--- config.mk ---
export PLATFORM = sky130hd
export DESIGN_NAME = sa_fifo_32x16_ctrl_flat
export DESIGN_NICKNAME = d
export VERILOG_FILES = /design/src/rtl/sa_fifo_pkg.sv /design/src/rtl/sa_fifo_32x16_ctrl_if.sv /design/src/rtl/sa_ram_rws_32x16.sv /design/src/rtl/sa_fifo_32x16_ctrl.sv /design/src/flat_wrapper.sv
export SDC_FILE = /design/constraint.sdc
export NUM_CORES = 1
export LEC_CHECK = 0
export BUFFER_PORTS_ARGS = -buffer_cell sky130_fd_sc_hd__buf_2
export CAP_MARGIN = 30
export CELL_PAD_IN_SITES_DETAIL_PLACEMENT = 0
export CELL_PAD_IN_SITES_GLOBAL_PLACEMENT = 1
export CORE_MARGIN = 2
export CORE_UTILIZATION = 48
export DETAILED_ROUTE_END_ITERATION = 10
export PLACE_DENSITY = 0.86
export SLEW_MARGIN = 20
export SYNTH_ARGS = -nofsm -noshare
export SYNTH_HDL_FRONTEND = slang
export SYNTH_SLANG_ARGS = --single-unit
--- constraint.sdc ---
create_clock -name clk -period 3.15 [get_ports clk]
set_clock_uncertainty 0.15 [all_clocks]
set_input_delay 0.63 -clock clk [delete_from_list [all_inputs] [get_ports clk]]
set_output_delay 0.63 -clock clk [all_outputs]
set_load 0.1 [all_outputs]
--- src/rtl/sa_fifo_pkg.sv ---
// -----------------------------------------------------------------------------
// sa_fifo_pkg
// Shared constants and types for the 32x16 systolic-array operand FIFO.
//   SA_FIFO_DEPTH / _AW / _DW / _CW : depth, pointer, data and count widths
//   sa_fifo_ptr_t / _cnt_t / _data_t : pointer, occupancy and payload types
//   sa_fifo_head_e                   : head-presentation state
// -----------------------------------------------------------------------------
package sa_fifo_pkg;

    localparam int unsigned SA_FIFO_DEPTH = 32;
    localparam int unsigned SA_FIFO_AW    = 5;
    localparam int unsigned SA_FIFO_DW    = 16;
    localparam int unsigned SA_FIFO_CW    = 6;

    typedef logic [SA_FIFO_AW-1:0] sa_fifo_ptr_t;
    typedef logic [SA_FIFO_CW-1:0] sa_fifo_cnt_t;
    typedef logic [SA_FIFO_DW-1:0] sa_fifo_data_t;

    // ST_EMPTY: nothing on rd_data; ST_HEAD: RAM dout holds the head entry.
    typedef enum logic {
        ST_EMPTY = 1'b0,
        ST_HEAD  = 1'b1
    } sa_fifo_head_e;

endpackage

--- src/rtl/sa_fifo_32x16_ctrl_if.sv ---
// -----------------------------------------------------------------------------
// sa_fifo_32x16_ctrl_if
// Valid/ready handshake bundle between the FIFO and its producer/consumer.
//   wr_valid/wr_ready/wr_data : write side handshake and payload
//   wr_afull                  : registered almost-full flag
//   rd_valid/rd_ready/rd_data : read side handshake and head entry
//   count                     : registered total occupancy 0..32
// Modports: master = producer/consumer side, slave = FIFO side.
// -----------------------------------------------------------------------------
interface sa_fifo_32x16_ctrl_if;
    import sa_fifo_pkg::*;

    logic          wr_valid;
    logic          wr_ready;
    sa_fifo_data_t wr_data;
    logic          wr_afull;
    logic          rd_valid;
    logic          rd_ready;
    sa_fifo_data_t rd_data;
    sa_fifo_cnt_t  count;

    modport master (
        output wr_valid, wr_data, rd_ready,
        input  wr_ready, wr_afull, rd_valid, rd_data, count
    );

    modport slave (
        input  wr_valid, wr_data, rd_ready,
        output wr_ready, wr_afull, rd_valid, rd_data, count
    );

endinterface

--- src/rtl/sa_ram_rws_32x16.sv ---
// -----------------------------------------------------------------------------
// sa_ram_rws_32x16
// Behavioural model of the 32x16 two-port RAM macro: synchronous write,
// registered read address (loaded when i_re=1), combinational dout from the
// latched address, giving one cycle of read latency.
//   clk            : clock
//   i_we/i_wa/i_di : write enable, address, data
//   i_re/i_ra      : read-address load enable and address
//   o_dout         : contents at the latched read address
//   i_pwrbus_ram_pd: macro power-down bus (no effect in this model)
// -----------------------------------------------------------------------------
module sa_ram_rws_32x16
    import sa_fifo_pkg::*;
(
    input  logic          clk,
    input  logic          i_we,
    input  sa_fifo_ptr_t  i_wa,
    input  sa_fifo_data_t i_di,
    input  logic          i_re,
    input  sa_fifo_ptr_t  i_ra,
    output sa_fifo_data_t o_dout,
    input  logic [31:0]   i_pwrbus_ram_pd
);

    sa_fifo_data_t r_mem [SA_FIFO_DEPTH];
    sa_fifo_ptr_t  r_ra;
    logic          w_unused_pd;

    // NOTE: the array and read-address latch have no reset; a RAM macro cannot
    // clear its contents, and the controller never presents unfetched data.
    always_ff @(posedge clk) begin
        if (i_we) r_mem[i_wa] <= i_di;
        if (i_re) r_ra <= i_ra;
    end

    // A write and an address load to the same entry on one edge both land,
    // so dout shows the freshly written word the following cycle.
    assign o_dout      = r_mem[r_ra];
    assign w_unused_pd = ^i_pwrbus_ram_pd;

endmodule

--- src/rtl/sa_fifo_32x16_ctrl.sv ---
// -----------------------------------------------------------------------------
// sa_fifo_32x16_ctrl
// 32-entry x 16-bit FIFO controller sequencing sa_ram_rws_32x16. Owns the
// write/read pointers, occupancy count and a one-deep read prefetch so the
// head entry sits on rd_data whenever rd_valid is high.
//   clk           : rising-edge clock
//   rstn          : synchronous active-low reset
//   fifo_if       : slave side of the write/read handshake bundle
//   pwrbus_ram_pd : passed unchanged to the RAM macro
// Parameter AFULL_LVL (1..32): occupancy at/above which wr_afull asserts.
// -----------------------------------------------------------------------------
module sa_fifo_32x16_ctrl
    import sa_fifo_pkg::*;
#(
    parameter int unsigned AFULL_LVL = 28
) (
    input  logic                 clk,
    input  logic                 rstn,
    sa_fifo_32x16_ctrl_if.slave  fifo_if,
    input  logic [31:0]          pwrbus_ram_pd
);

    localparam sa_fifo_cnt_t FULL_CNT  = sa_fifo_cnt_t'(SA_FIFO_DEPTH);
    localparam sa_fifo_cnt_t AFULL_CNT = sa_fifo_cnt_t'(AFULL_LVL);

    sa_fifo_head_e r_state;
    sa_fifo_ptr_t  r_wr_ptr;
    sa_fifo_ptr_t  r_rd_ptr;
    sa_fifo_cnt_t  r_count;
    sa_fifo_cnt_t  r_pend;       // written but not yet fetched into the head
    logic          r_wr_ready;
    logic          r_afull;

    sa_fifo_head_e w_state_nxt;
    logic          w_wr_fire;
    logic          w_rd_fire;
    logic          w_fetch;
    sa_fifo_cnt_t  w_count_nxt;
    sa_fifo_cnt_t  w_pend_nxt;
    sa_fifo_data_t w_ram_dout;

    // Handshakes are masked while rstn is low so the RAM is not written and
    // no transfer is implied during a reset cycle.
    // NOTE: every always_comb output gets a default first so no path leaves a
    // signal unassigned, which would otherwise infer a latch.
    always_comb begin
        w_wr_fire   = 1'b0;
        w_rd_fire   = 1'b0;
        w_fetch     = 1'b0;
        w_state_nxt = r_state;

        w_wr_fire = rstn && fifo_if.wr_valid && r_wr_ready;
        w_rd_fire = rstn && fifo_if.rd_ready && (r_state == ST_HEAD);

        // Refill the head when it is empty or being consumed, from either a
        // pending entry or the word being written this very cycle.
        w_fetch = ((r_state == ST_EMPTY) || w_rd_fire) &&
                  ((r_pend != '0) || w_wr_fire);

        case (r_state)
            ST_EMPTY: if (w_fetch)                w_state_nxt = ST_HEAD;
            ST_HEAD:  if (w_rd_fire && !w_fetch)  w_state_nxt = ST_EMPTY;
            default:                              w_state_nxt = ST_EMPTY;
        endcase
    end

    assign w_count_nxt = r_count + sa_fifo_cnt_t'(w_wr_fire) - sa_fifo_cnt_t'(w_rd_fire);
    assign w_pend_nxt  = r_pend  + sa_fifo_cnt_t'(w_wr_fire) - sa_fifo_cnt_t'(w_fetch);

    // NOTE: state registers use non-blocking assignment so every flop samples
    // the pre-edge values regardless of statement order.
    always_ff @(posedge clk) begin
        if (!rstn) begin
            r_state    <= ST_EMPTY;
            r_wr_ptr   <= '0;
            r_rd_ptr   <= '0;
            r_count    <= '0;
            r_pend     <= '0;
            r_wr_ready <= 1'b0;
            r_afull    <= 1'b0;
        end else begin
            r_state    <= w_state_nxt;
            r_count    <= w_count_nxt;
            r_pend     <= w_pend_nxt;
            // Full is looked up from the next count, so a read at full only
            // reopens the write side one cycle later.
            r_wr_ready <= (w_count_nxt != FULL_CNT);
            r_afull    <= (w_count_nxt >= AFULL_CNT);
            if (w_wr_fire) r_wr_ptr <= r_wr_ptr + sa_fifo_ptr_t'(1);
            if (w_fetch)   r_rd_ptr <= r_rd_ptr + sa_fifo_ptr_t'(1);
        end
    end

    // Without a fetch the RAM read address holds, keeping rd_data stable.
    sa_ram_rws_32x16 u_ram (
        .clk             (clk),
        .i_we            (w_wr_fire),
        .i_wa            (r_wr_ptr),
        .i_di            (fifo_if.wr_data),
        .i_re            (w_fetch),
        .i_ra            (r_rd_ptr),
        .o_dout          (w_ram_dout),
        .i_pwrbus_ram_pd (pwrbus_ram_pd)
    );

    assign fifo_if.wr_ready = r_wr_ready;
    assign fifo_if.wr_afull = r_afull;
    assign fifo_if.rd_valid = (r_state == ST_HEAD);
    assign fifo_if.rd_data  = w_ram_dout;
    assign fifo_if.count    = r_count;

endmodule

--- src/flat_wrapper.sv ---
// flat-port wrapper written by rule: the top's interface ports become plain ports
module sa_fifo_32x16_ctrl_flat import sa_fifo_pkg::*;
#(
    parameter int unsigned AFULL_LVL = 28
)
  (clk, rstn, pwrbus_ram_pd, fifo_if_wr_valid, fifo_if_wr_data, fifo_if_rd_ready, fifo_if_wr_ready, fifo_if_wr_afull, fifo_if_rd_valid, fifo_if_rd_data, fifo_if_count);
  sa_fifo_32x16_ctrl_if fifo_if_i ();
  input  logic clk;
  input  logic rstn;
  input  logic [31:0] pwrbus_ram_pd;
  input wire logic [$bits(fifo_if_i.wr_valid)-1:0] fifo_if_wr_valid;
  input wire logic [$bits(fifo_if_i.wr_data)-1:0] fifo_if_wr_data;
  input wire logic [$bits(fifo_if_i.rd_ready)-1:0] fifo_if_rd_ready;
  output wire logic [$bits(fifo_if_i.wr_ready)-1:0] fifo_if_wr_ready;
  output wire logic [$bits(fifo_if_i.wr_afull)-1:0] fifo_if_wr_afull;
  output wire logic [$bits(fifo_if_i.rd_valid)-1:0] fifo_if_rd_valid;
  output wire logic [$bits(fifo_if_i.rd_data)-1:0] fifo_if_rd_data;
  output wire logic [$bits(fifo_if_i.count)-1:0] fifo_if_count;
  assign fifo_if_i.wr_valid = fifo_if_wr_valid;
  assign fifo_if_i.wr_data = fifo_if_wr_data;
  assign fifo_if_i.rd_ready = fifo_if_rd_ready;
  assign fifo_if_wr_ready = fifo_if_i.wr_ready;
  assign fifo_if_wr_afull = fifo_if_i.wr_afull;
  assign fifo_if_rd_valid = fifo_if_i.rd_valid;
  assign fifo_if_rd_data = fifo_if_i.rd_data;
  assign fifo_if_count = fifo_if_i.count;
  sa_fifo_32x16_ctrl #(.AFULL_LVL(AFULL_LVL)) u_core (.clk(clk), .rstn(rstn), .fifo_if(fifo_if_i), .pwrbus_ram_pd(pwrbus_ram_pd));
endmodule
==> results of run 1 <==
==> worst max-delay path: stages (launching register included) <==
cell     delay (ns)
dfxtp_4        0.38
buf_12         0.16
buf_12         0.14
mux4_2         0.52
inv_1          0.07
o22ai_1        0.14
a31oi_1        0.21
buf_4          0.17
nand3_4        0.08
buf_12         0.18
==> metrics by stage <==
| stage | hold WS (ns) | std cells | setup WS (ns) |
|---|---|---|---|
| 4_1_cts | 0.1701 | 1949 | -0.2539 |
| 2_1_floorplan | 0.2852 | 1174 | 0.09051 |
| 3_5_place_dp | 0.3102 | 1835 | 0.1154 |
| 6_report | 0.2008 | 1961 | -0.2630 |
| 3_3_place_gp | 0.3011 | 1835 | 0.1335 |
| 5_1_grt | 0.2047 | 1961 | -0.3427 |
==> cell usage after synthesis, types with 9 or more instances <==
master	count	area share [%]
dfxtp_1	30	2.8
a21oi_1	24	0.56
clkbuf_1	20	0.35
o22ai_1	16	0.47
mux2i_1	129	6.0
inv_1	49	0.86
mux4_2	62	6.5
nor2_1	50	0.87
edfxtp_1	517	72
a22oi_1	64	2.2
nand2_1	10	0.17
nand3_1	38	0.88
buf_2	30	0.70
ha_1	19	1.1
nor2b_1	20	0.58
and2_1	9	0.26
a31oi_1	18	0.52
==> metal layers <==
metal | track usage [%] | share of wire [%] | vias to the layer above
met5 | 0 | 0 | -
met4 | 7.402 | 3.1 | 0
met3 | 3.256 | 8.9 | 90
met2 | 33.70 | 50 | 570
met1 | 28.08 | 39 | 5867
li1 | - | - | 4955
==> state kept, by name, indices dropped and copies added, names as in the netlist, named ones only <==
register / flops
u_core.r_rd_ptr: 5
u_core.fifo_if.rd_valid: 1
u_core.fifo_if.wr_afull: 1
u_core.u_ram.r_ra: 5
u_core.fifo_if.wr_ready: 1
u_core.fifo_if.count: 6
u_core.r_wr_ptr: 5
u_core.r_pend: 6
u_core.u_ram.r_mem: 512
==> path summary, 6_finish.rpt <==
| path | from | end | depth (start not counted) |
|---|---|---|---|
| worst max register to register | u_core.r_pend[2] | u_core.r_pend[4] | 15 |
| worst max-delay path | flip-flop | fifo_if_rd_data[5] | 9 |
| worst min register to register | u_core.u_ram.r_ra[4] | flip-flop | 1 |
| worst min-delay path | fifo_if_wr_valid | u_core.r_wr_ptr[1] | 3 |
==> cells by family (layout without fill, tap and decap cells) <==
logic type	count (synthesis)	after routing	share of synthesized area, %
fa+ha+maj	21	21	1.293
mux	198	198	13.01
compound gates	137	137	4.250
flops	547	547	75.04
simple gates	148	148	3.493
buf+inv	111	306	2.422
xor+xnor	12	12	0.4891
==> what timing repair did <==
action | in CTS | in global routing
pin swaps | 18 | 9
endpoints found under the setup margin | 16 | 16
resized for setup | 147 | 14
cloned | 9 | 2
buffers inserted | 9 | 11
==> power by group through the flow <==
stage | Sequential [mW] | Clock, mW | Combinational, mW
after floorplan | 8.67 | 0 | 4.88
after global placement | 8.43 | 0 | 7.28
after detailed placement | 8.44 | 0 | 7.39
after CTS | 8.28 | 6.42 | 8.98
after global routing | 8.29 | 6.70 | 9.62
final | 8.27 | 6.35 | 9.21
==> final cells by class <==
class | count | area (µm²) | area share [%]
clock inverter | 42 | 426.7 | 1.641
multi-input combinational | 516 | 5389 | 20.73
clock buffer | 58 | 1345 | 5.173
tap | 592 | 740.7 | 2.849
inverter | 51 | 192.7 | 0.7411
timing repair buffer | 155 | 1770 | 6.809
sequential | 547 | 16140 | 62.06
==> flow_metrics.env, run 1 <==
export IMPL_status="complete, but fails checks"
export IMPL_violations="negative setup slack"
export IMPL_dieArea_um2=46480
export IMPL_grt_overflow_total=0
export IMPL_wire_per_inst_um=24.52
export IMPL_dp_hpwl_um=26220
export IMPL_drcViolationCount=0
export IMPL_vias_per_cell=5.855
export IMPL_p_int_mw=15.62
export IMPL_dpl_cell_area_um2=23040
export IMPL_drtPass1Iterations=5
export IMPL_ys_flop_type="edfxtp_1"
export IMPL_cp_start_kind="flip-flop"
export IMPL_core_area_um2=44220
export IMPL_avgSynthCellArea_um2=18.30
export IMPL_clockBufferDepth=3
export IMPL_hold_class="in -> reg"
export IMPL_synth_cell_type_count=43
export IMPL_fin_util_pct=58.80
export IMPL_synth_warnings=0
export IMPL_place_gp_congestion=0.7511
export IMPL_power_leakage_nw=8.539
export IMPL_fin_crit_ns=3.413
export IMPL_cts_tree="built"
export IMPL_slew_headroom_pct=53.03
export IMPL_die_h_um=215.6
export IMPL_syn_inst=1174
export IMPL_start_util_pct=48.60
export IMPL_worstPathMaxFanout=7
export IMPL_grt_pass1_wl_um=70620
export IMPL_powerDensity_nw_per_um2=916.6
export IMPL_row_count=77
export IMPL_num_antenna_cells=0
export IMPL_root_buffer="clkbuf_16"
export IMPL_total_power_mw=23.83
export IMPL_h_tree_depth=2
export IMPL_ys_ff_latch=547
export IMPL_grt_pass1_vias=11450
export IMPL_clock_sinks=547
export IMPL_path_class="reg -> out"
export IMPL_drtIter0Drc=1281
export IMPL_path_clk_slew_ns=0.06
export IMPL_end_kind="output port"
export IMPL_p_comb_share_pct=38.7
export IMPL_tns_ns=-3.516
export IMPL_seqPwrFrac_pct=34.7
export IMPL_setup_violations=16
export IMPL_antenna_found_initial=0
export IMPL_fmax_ghz=0.2930
export IMPL_p_clk_share_pct=26.7
export IMPL_grt_max_degree=53
export IMPL_hold_viol=0
export IMPL_layout_setup_ws_ns=-0.2630
export IMPL_max_cap_viol_count=0
export IMPL_power_switching_mw=8.213
export IMPL_grt_usage_pct=20.55
export IMPL_nets=1397
export IMPL_design_area_um2=26000
export IMPL_worstMarginPinSlew_ns=0.7046
export IMPL_drive_above_1_share_pct=28.20
export IMPL_final_period_utilization_pct=108.3
export IMPL_area_growth_pct=20.99
export IMPL_reg2reg_slack_ns=0.30
export IMPL_critPathArrivalTime_ns=2.63
export IMPL_rsz0062_at_grt="yes"
export IMPL_seq_area_frac_synth_pct=75.04
export IMPL_ir_worst_vdd_v=0.001056
export IMPL_p_sw_share_pct=34.46
export IMPL_synth_nets=1247
export IMPL_crit_required_ns=2.37
export IMPL_wirelength_um=48080
export IMPL_worst_skew_pair_late_latency_ns=0.57
export IMPL_pin_count=77
export IMPL_synth_enable_flop_cells=517
export IMPL_layout_common_cells="edfxtp_1, mux2i_1, buf_4, mux4_2, a22oi_1"
export IMPL_cts_hold_buffers=0
export IMPL_ant_nets=0
export IMPL_io_buffers=44
export IMPL_slew_viol_final=0
export IMPL_layout_commonest_cell="edfxtp_1"
export IMPL_die_width_um=215.6
export IMPL_numCtsBuffers=53
export IMPL_fill_cells=3023
export IMPL_vias=11480
export IMPL_netlist_area_um2=21490
export IMPL_async_reset_ff_share_pct=0
Note: power is estimated with default switching activity, not from simulation.
==> run 2: changes to the inputs <==
--- a/config.mk
+++ b/config.mk
@@ -5,15 +5,17 @@
 export SDC_FILE = /design/constraint.sdc
 export NUM_CORES = 1
 export LEC_CHECK = 0
+export ABC_AREA = 1
 export BUFFER_PORTS_ARGS = -buffer_cell sky130_fd_sc_hd__buf_2
 export CAP_MARGIN = 30
 export CELL_PAD_IN_SITES_DETAIL_PLACEMENT = 0
 export CELL_PAD_IN_SITES_GLOBAL_PLACEMENT = 1
 export CORE_MARGIN = 2
-export CORE_UTILIZATION = 48
+export CORE_UTILIZATION = 45
 export DETAILED_ROUTE_END_ITERATION = 10
 export PLACE_DENSITY = 0.86
 export SLEW_MARGIN = 20
 export SYNTH_ARGS = -nofsm -noshare
 export SYNTH_HDL_FRONTEND = slang
+export SYNTH_HIERARCHICAL = 1
 export SYNTH_SLANG_ARGS = --single-unit
==> run 2 against run 1 <==
  * Synthesized area increased by 5.6%
  * Non-clock buffer count did not move
  * Total power increased by 6.5%
  * The flow still finishes with violations (negative setup slack)
  * Global-route usage increased by 1.1 points
  * Utilization is 5.1 points lower
  * Cell area grew 3.1%
  * Largest cell class unchanged
  * Sequential cell count did not move
  * Combinational power increased by 19%
  * Final cell count increased by 43%
==> flow_metrics.env, run 2 <==
export IMPL_num_antenna_cells=0
export IMPL_path_class="reg -> out"
export IMPL_stdcell_count=2800
export IMPL_fin_crit_ns=3.241
export IMPL_die_h_um=228.6
export IMPL_netlist_top_cells_area="edfxtp_1, nand2_1, nand3_1, dfxtp_1, buf_6"
export IMPL_end_kind="output port"
export IMPL_nets=2155
export IMPL_row_count=82
export IMPL_clockBufferDepth=3
export IMPL_setup_violations=15
export IMPL_power_leakage_nw=10.06
export IMPL_worstMarginPinSlew_ns=0.6835
export IMPL_grt_pass1_wl_um=86390
export IMPL_grt_usage_pct=21.69
export IMPL_fmax_ghz=0.3085
export IMPL_crit_required_ns=2.37
export IMPL_avgSynthCellArea_um2=11.45
export IMPL_antenna_found_initial=1
export IMPL_pin_count=77
export IMPL_ir_worst_vdd_v=0.0008162
export IMPL_violations="negative setup slack"
export IMPL_whs_ns=0.1477
export IMPL_clock_sinks=547
export IMPL_grt_overflow_total=0
export IMPL_root_buffer="clkbuf_16"
export IMPL_dp_hpwl_um=30580
export IMPL_drtPass1Iterations=5
export IMPL_worstPathMaxFanout=19
export IMPL_grt_max_degree=65
export IMPL_netlist_area_um2=22700
export IMPL_area_growth_pct=18.10
export IMPL_placedCellCount=2664
export IMPL_cp_start_kind="flip-flop"
export IMPL_synth_enable_flop_cells=517
export IMPL_synth_cell_type_count=33
export IMPL_fill_cells=4058
export IMPL_slew_headroom_pct=54.38
export IMPL_slew_viol_final=0
export IMPL_worst_skew_pair_late_latency_ns=0.61
export IMPL_layout_common_cells="nand2_1, edfxtp_1, nand3_1, buf_4, clkbuf_16"
export IMPL_vias=15440
export IMPL_syn_inst=1982
export IMPL_grt_pass1_vias=15100
export IMPL_status="complete, but fails checks"
export IMPL_total_power_mw=25.38
export IMPL_start_util_pct=45.43
export IMPL_synth_top_area_share_pct=68.39
export IMPL_layout_setup_ws_ns=-0.09100
export IMPL_drcViolationCount=0
export IMPL_drive_above_1_share_pct=16.02
export IMPL_vias_per_cell=5.514
export IMPL_max_cap_viol_count=0
export IMPL_yosysTopAreaCell="edfxtp_1"
export IMPL_design_area_um2=26810
export IMPL_layout_commonest_cell="nand2_1"
export IMPL_hold_viol=0
export IMPL_io_buffers=44
export IMPL_rsz0062_at_grt="yes"
export IMPL_seq_area_frac_synth_pct=71.03
export IMPL_powerDensity_nw_per_um2=946.7
export IMPL_place_gp_congestion=0.8074
export IMPL_drtIter0Drc=1539
export IMPL_wire_per_inst_um=20.61
export IMPL_numCtsBuffers=55
export IMPL_h_tree_depth=2
export IMPL_wirelength_um=57720
export IMPL_dieArea_um2=52260
export IMPL_ys_flop_type="edfxtp_1"
export IMPL_die_width_um=228.6
export IMPL_dpl_cell_area_um2=24040
export IMPL_largest_reg_flops=512
export IMPL_critPathArrivalTime_ns=2.46
export IMPL_core_area_um2=49970
export IMPL_yosysMostFrequentCell="nand2_1"
export IMPL_final_period_utilization_pct=102.9
export IMPL_cts_tree="built"
export IMPL_hold_class="in -> reg"
export IMPL_yosys_top_cells_count="nand2_1, edfxtp_1, nand3_1, nor2_1, inv_1"
export IMPL_top_register="u_core/u_ram/r_mem"
export IMPL_path_clk_slew_ns=0.06
export IMPL_ys_ff_latch=547
export IMPL_synth_nets=2050
export IMPL_ant_nets=0
export IMPL_async_reset_ff_share_pct=0
export IMPL_synth_warnings=6
## run 2: cell count changes after synthesis, sizes merged, moves of 5 or more
cell and change:
a22oi -64, a31oi -18, and2 -9, buf +52, ha -5, mux2i -129
mux4 -64, nand2 +753, nand3 +371, nor2 -5, nor2b -20, o22ai -16
xor2 -5
## run 2: logic make-up after synthesis
kind of cell / after synthesis / share of synthesized area (%)
AOI/OAI and AO/OA: 33 / 0.8102
adders and majority gates: 16 / 0.9480
xor gates and xnor gates: 3 / 0.1158
and+or+nand+nor: 1222 / 22.72
muxes: 5 / 0.2480
buffers and inverters: 156 / 4.128
DFF: 547 / 71.03
## run 2: metal layers
metal | routed length (µm) | vias up | global-route usage [%]
li1 | - | 7078 | -
met1 | 22930 | 7507 | 28.17
met2 | 28360 | 740 | 36.69
met3 | 4718 | 113 | 3.468
met4 | 1708 | 0 | 8.333
met5 | 0 | - | 0
## run 2: where the power goes
| part | switching (mW) | internal (mW) | total [mW] |
|---|---|---|---|
| clock network | 2.71 | 3.33 | 6.05 |
| logic | 7.20 | 3.85 | 11.0 |
| registers | 0.156 | 8.13 | 8.29 |
| total | 10.1 | 15.3 | 25.4 |
## run 2: cell type report
| type | count | area [µm²] | area share, % |
|---|---|---|---|
| Timing Repair inverter | 3 | 40.04 | 0.1493 |
| Timing Repair Buffer | 155 | 1998 | 7.453 |
| Sequential cell | 547 | 16140 | 60.19 |
| Inverter | 46 | 196.4 | 0.7327 |
| Tap cell | 672 | 840.8 | 3.136 |
| Clock buffer | 70 | 1443 | 5.381 |
| Clock inverter | 28 | 229.0 | 0.8540 |
| Multi-Input combinational cell | 1279 | 5927 | 22.11 |
## run 2: path summary, 6_finish.rpt
check / startpoint / end / slack, ns / cells after the start
worst max-delay path: flip-flop / fifo_if_rd_data[13] / -0.09 / 13
worst min-delay path: rstn / u_core/fifo_if.count[0] / 0.15 / 3
worst max register to register: u_core/r_pend[2] / u_core/r_pend[4] / 0.57 / 13
worst min register to register: u_core/u_ram/r_ra[3] / flip-flop / 0.33 / 1
## run 2: metrics by stage
| step | worst slack [ns] | utilization (%) | setup TNS (ns) |
|---|---|---|---|
| floorplan | 0.2279 | - | 0 |
| finish | -0.09100 | 53.66 | -0.7230 |
| CTS | -0.03815 | 52.97 | -0.3052 |
| detailed placement | 0.1267 | 48.11 | 0 |
| global placement | 0.1601 | 48.11 | 0 |
| global route | -0.1664 | 53.66 | -2.043 |
## run 2: worst max-delay path, cell delays in order, from the launching register on
cell and delay [ns]:
dfxtp_4 0.40, buf_12 0.21, inv_16 0.08, buf_12 0.13
buf_16 0.15, nand2_1 0.11, nand3_2 0.08, nand3_1 0.12
nand2_1 0.05, nand2_1 0.05, nand2_1 0.06, nand2_2 0.10
nand2_2 0.09, buf_12 0.17
## run 2: what timing repair did
action	in CTS	in global routing
cloned	15	7
hold buffers	0	0
pin swaps	12	43
setup buffers	15	4
endpoints found under the setup margin	16	16
resized for setup	63	58
==> run 3: changes to the inputs <==
--- a/config.mk
+++ b/config.mk
@@ -10,10 +10,10 @@
 export CAP_MARGIN = 30
 export CELL_PAD_IN_SITES_DETAIL_PLACEMENT = 0
 export CELL_PAD_IN_SITES_GLOBAL_PLACEMENT = 1
-export CORE_MARGIN = 2
-export CORE_UTILIZATION = 45
+export CORE_UTILIZATION = 50
 export DETAILED_ROUTE_END_ITERATION = 10
-export PLACE_DENSITY = 0.86
+export PLACE_DENSITY = 0.9
+export SKIP_CTS_REPAIR_TIMING = 1
 export SLEW_MARGIN = 20
 export SYNTH_ARGS = -nofsm -noshare
 export SYNTH_HDL_FRONTEND = slang
==> constraint.sdc (replaced) <==
create_clock -name clk -period 3.4 [get_ports clk]
set_clock_uncertainty 0.15 [all_clocks]
set_input_delay 0.68 -clock clk [delete_from_list [all_inputs] [get_ports clk]]
set_output_delay 0.68 -clock clk [all_outputs]
set_load 0.1 [all_outputs]
==> run 3 against run 2 <==
  * The flow now finishes without violations
  * Sequential power is 7.7% lower
  * Die area is 11% lower
  * Register-to-register slack better by 0.30 ns
  * Cell area is 3.6% lower
  * Worst setup slack better by 0.14 ns
  * Final cell count is 4.3% lower
  * Combinational power is 15% lower
  * Clock-buffer cell count is 1 lower
  * Clock power is 6.9% lower
  * Critical path type unchanged
  * Largest power group unchanged
  * Highest routed layer unchanged
==> flow_metrics.env, run 3 (synthesis gave the netlist of run 2 again) <==
export IMPL_ant_nets=0
export IMPL_final_period_utilization_pct=98.46
export IMPL_clockBufferDepth=3
export IMPL_cp_start_kind="flip-flop"
export IMPL_grt_usage_pct=22.63
export IMPL_fin_crit_ns=3.348
export IMPL_grt_pass1_wl_um=80470
export IMPL_power_leakage_nw=9.664
export IMPL_total_power_mw=22.59
export IMPL_reg2reg_slack_ns=0.87
export IMPL_die_h_um=215.1
export IMPL_fin_util_pct=58.08
export IMPL_endpoint="fifo_if_rd_data[6]"
export IMPL_setup_violations=0
export IMPL_place_gp_congestion=0.7957
export IMPL_drtIter0Drc=1624
export IMPL_die_width_um=215.1
export IMPL_ir_worst_vdd_v=0.001348
export IMPL_ff2ff_path_depth=13
export IMPL_worstMarginPinSlew_ns=0.6925
export IMPL_register_area_um2=16130
export IMPL_cts_tree="built"
export IMPL_io_buffers=44
export IMPL_placedCellCount=2569
export IMPL_core_area_um2=44510
export IMPL_hold_class="in -> reg"
export IMPL_slew_viol_final=0
export IMPL_antenna_found_initial=0
export IMPL_clock_sinks=547
export IMPL_dieArea_um2=46260
export IMPL_grt_max_degree=103
export IMPL_area_growth_pct=13.87
export IMPL_root_buffer="clkbuf_16"
export IMPL_grt_overflow_total=0
export IMPL_crit_required_ns=2.57
export IMPL_status="completed"
export IMPL_row_count=77
export IMPL_layout_commonest_cell="nand2_1"
export IMPL_wirelength_um=54060
export IMPL_h_tree_depth=2
export IMPL_drtPass1Iterations=5
export IMPL_drive_above_1_share_pct=10.73
export IMPL_design_area_um2=25850
export IMPL_top_register="u_core/u_ram/r_mem"
export IMPL_max_cap_viol_count=0
export IMPL_grt_pass1_vias=14490
export IMPL_start_util_pct=51.00
export IMPL_fmax_ghz=0.2987
export IMPL_nets=2117
export IMPL_path_class="reg -> out"
export IMPL_hold_viol=0
export IMPL_slew_headroom_pct=53.66
export IMPL_stdcell_count=2680
export IMPL_wire_per_inst_um=20.17
export IMPL_dpl_cell_area_um2=23800
export IMPL_worst_skew_pair_late_latency_ns=0.60
export IMPL_fill_cells=3448
export IMPL_end_kind="output port"
export IMPL_num_antenna_cells=0
export IMPL_multi_input_area_um2=5662
export IMPL_reg2reg_to="u_core/r_pend[4]"
export IMPL_critPathArrivalTime_ns=2.52
export IMPL_worstPathMaxFanout=44
export IMPL_path_clk_slew_ns=0.06
export IMPL_powerDensity_nw_per_um2=873.9
export IMPL_pin_count=77
export IMPL_largest_reg_flops=512
export IMPL_dp_hpwl_um=29370
export IMPL_vias=15280
export IMPL_numCtsBuffers=54
export IMPL_vias_per_cell=5.700
export IMPL_drcViolationCount=0
export IMPL_layout_common_cells="nand2_1, edfxtp_1, nand3_1, clkbuf_16, buf_4"
export IMPL_reg2reg_from="u_core/r_pend[2]"
## run 3: changes by cell type in the layout (fill, tap and decap cells not counted), sizes merged
cell,change
buf,-32
bufbuf,-2
clkinv,-2
clkinvlp,-1
clkbuf,-2
bufinv,+2
inv,-3
## run 3: how the worst min path moves through the flow
stage / cells past startpoint / startpoint / to / slack [ns]
floorplan: 1 / u_core/u_ram/r_ra[0] / flip-flop / 0.30
finish: 3 / rstn / u_core/fifo_if.count[0] / 0.22
detailed placement: 1 / u_core/u_ram/r_ra[4] / flip-flop / 0.31
CTS: 3 / rstn / u_core/fifo_if.count[0] / 0.19
global route: 3 / rstn / u_core/fifo_if.count[0] / 0.23
global placement: 1 / u_core/u_ram/r_ra[2] / flip-flop / 0.31
## run 3: where the power goes
part,internal (mW),switching (mW),total [mW]
Combinational,2.95,6.36,9.31
Clock,3.18,2.45,5.63
Sequential,7.53,0.116,7.65
Total,13.7,8.92,22.6
## run 3: layout make-up
| type | instances | share of cell area [%] |
|---|---|---|
| inverter | 46 | 0.8180 |
| timing repair buffer | 120 | 5.571 |
| clock buffer | 69 | 5.527 |
| tap | 592 | 2.865 |
| clock inverter | 26 | 0.8615 |
| timing repair inverter | 1 | 0.04356 |
| sequential | 547 | 62.41 |
| multi-input combinational | 1279 | 21.90 |
## run 3: stage by stage
step	TNS, ns	setup slack [ns]	hold slack [ns]
finish	0	0.05245	0.2174
CTS	-0.9444	-0.09471	0.1917
global route	-0.02297	-0.007590	0.2333
detailed placement	0	0.4695	0.3077
floorplan	0	0.4779	0.2993
global placement	0	0.4996	0.3069
## run 3: metal layers
| metal | wire length, µm | GRT usage [%] | vias to the layer above |
|---|---|---|---|
| li1 | - | - | 6986 |
| met1 | 21000 | 30.47 | 7378 |
| met2 | 26340 | 36.58 | 804 |
| met3 | 5036 | 3.439 | 109 |
| met4 | 1677 | 10.05 | 0 |
| met5 | 0 | 0 | - |
## run 3: critical path: stages, from the launching register on
cell and delay, ns:
dfxtp_4 0.37, buf_12 0.14, clkinv_16 0.09, buf_12 0.23
nand2_1 0.08, nand3_1 0.07, nand3_1 0.07, nand2_1 0.06
nand2_1 0.11, nand2_1 0.13, nand2_1 0.07, nand2_1 0.23
buf_12 0.22
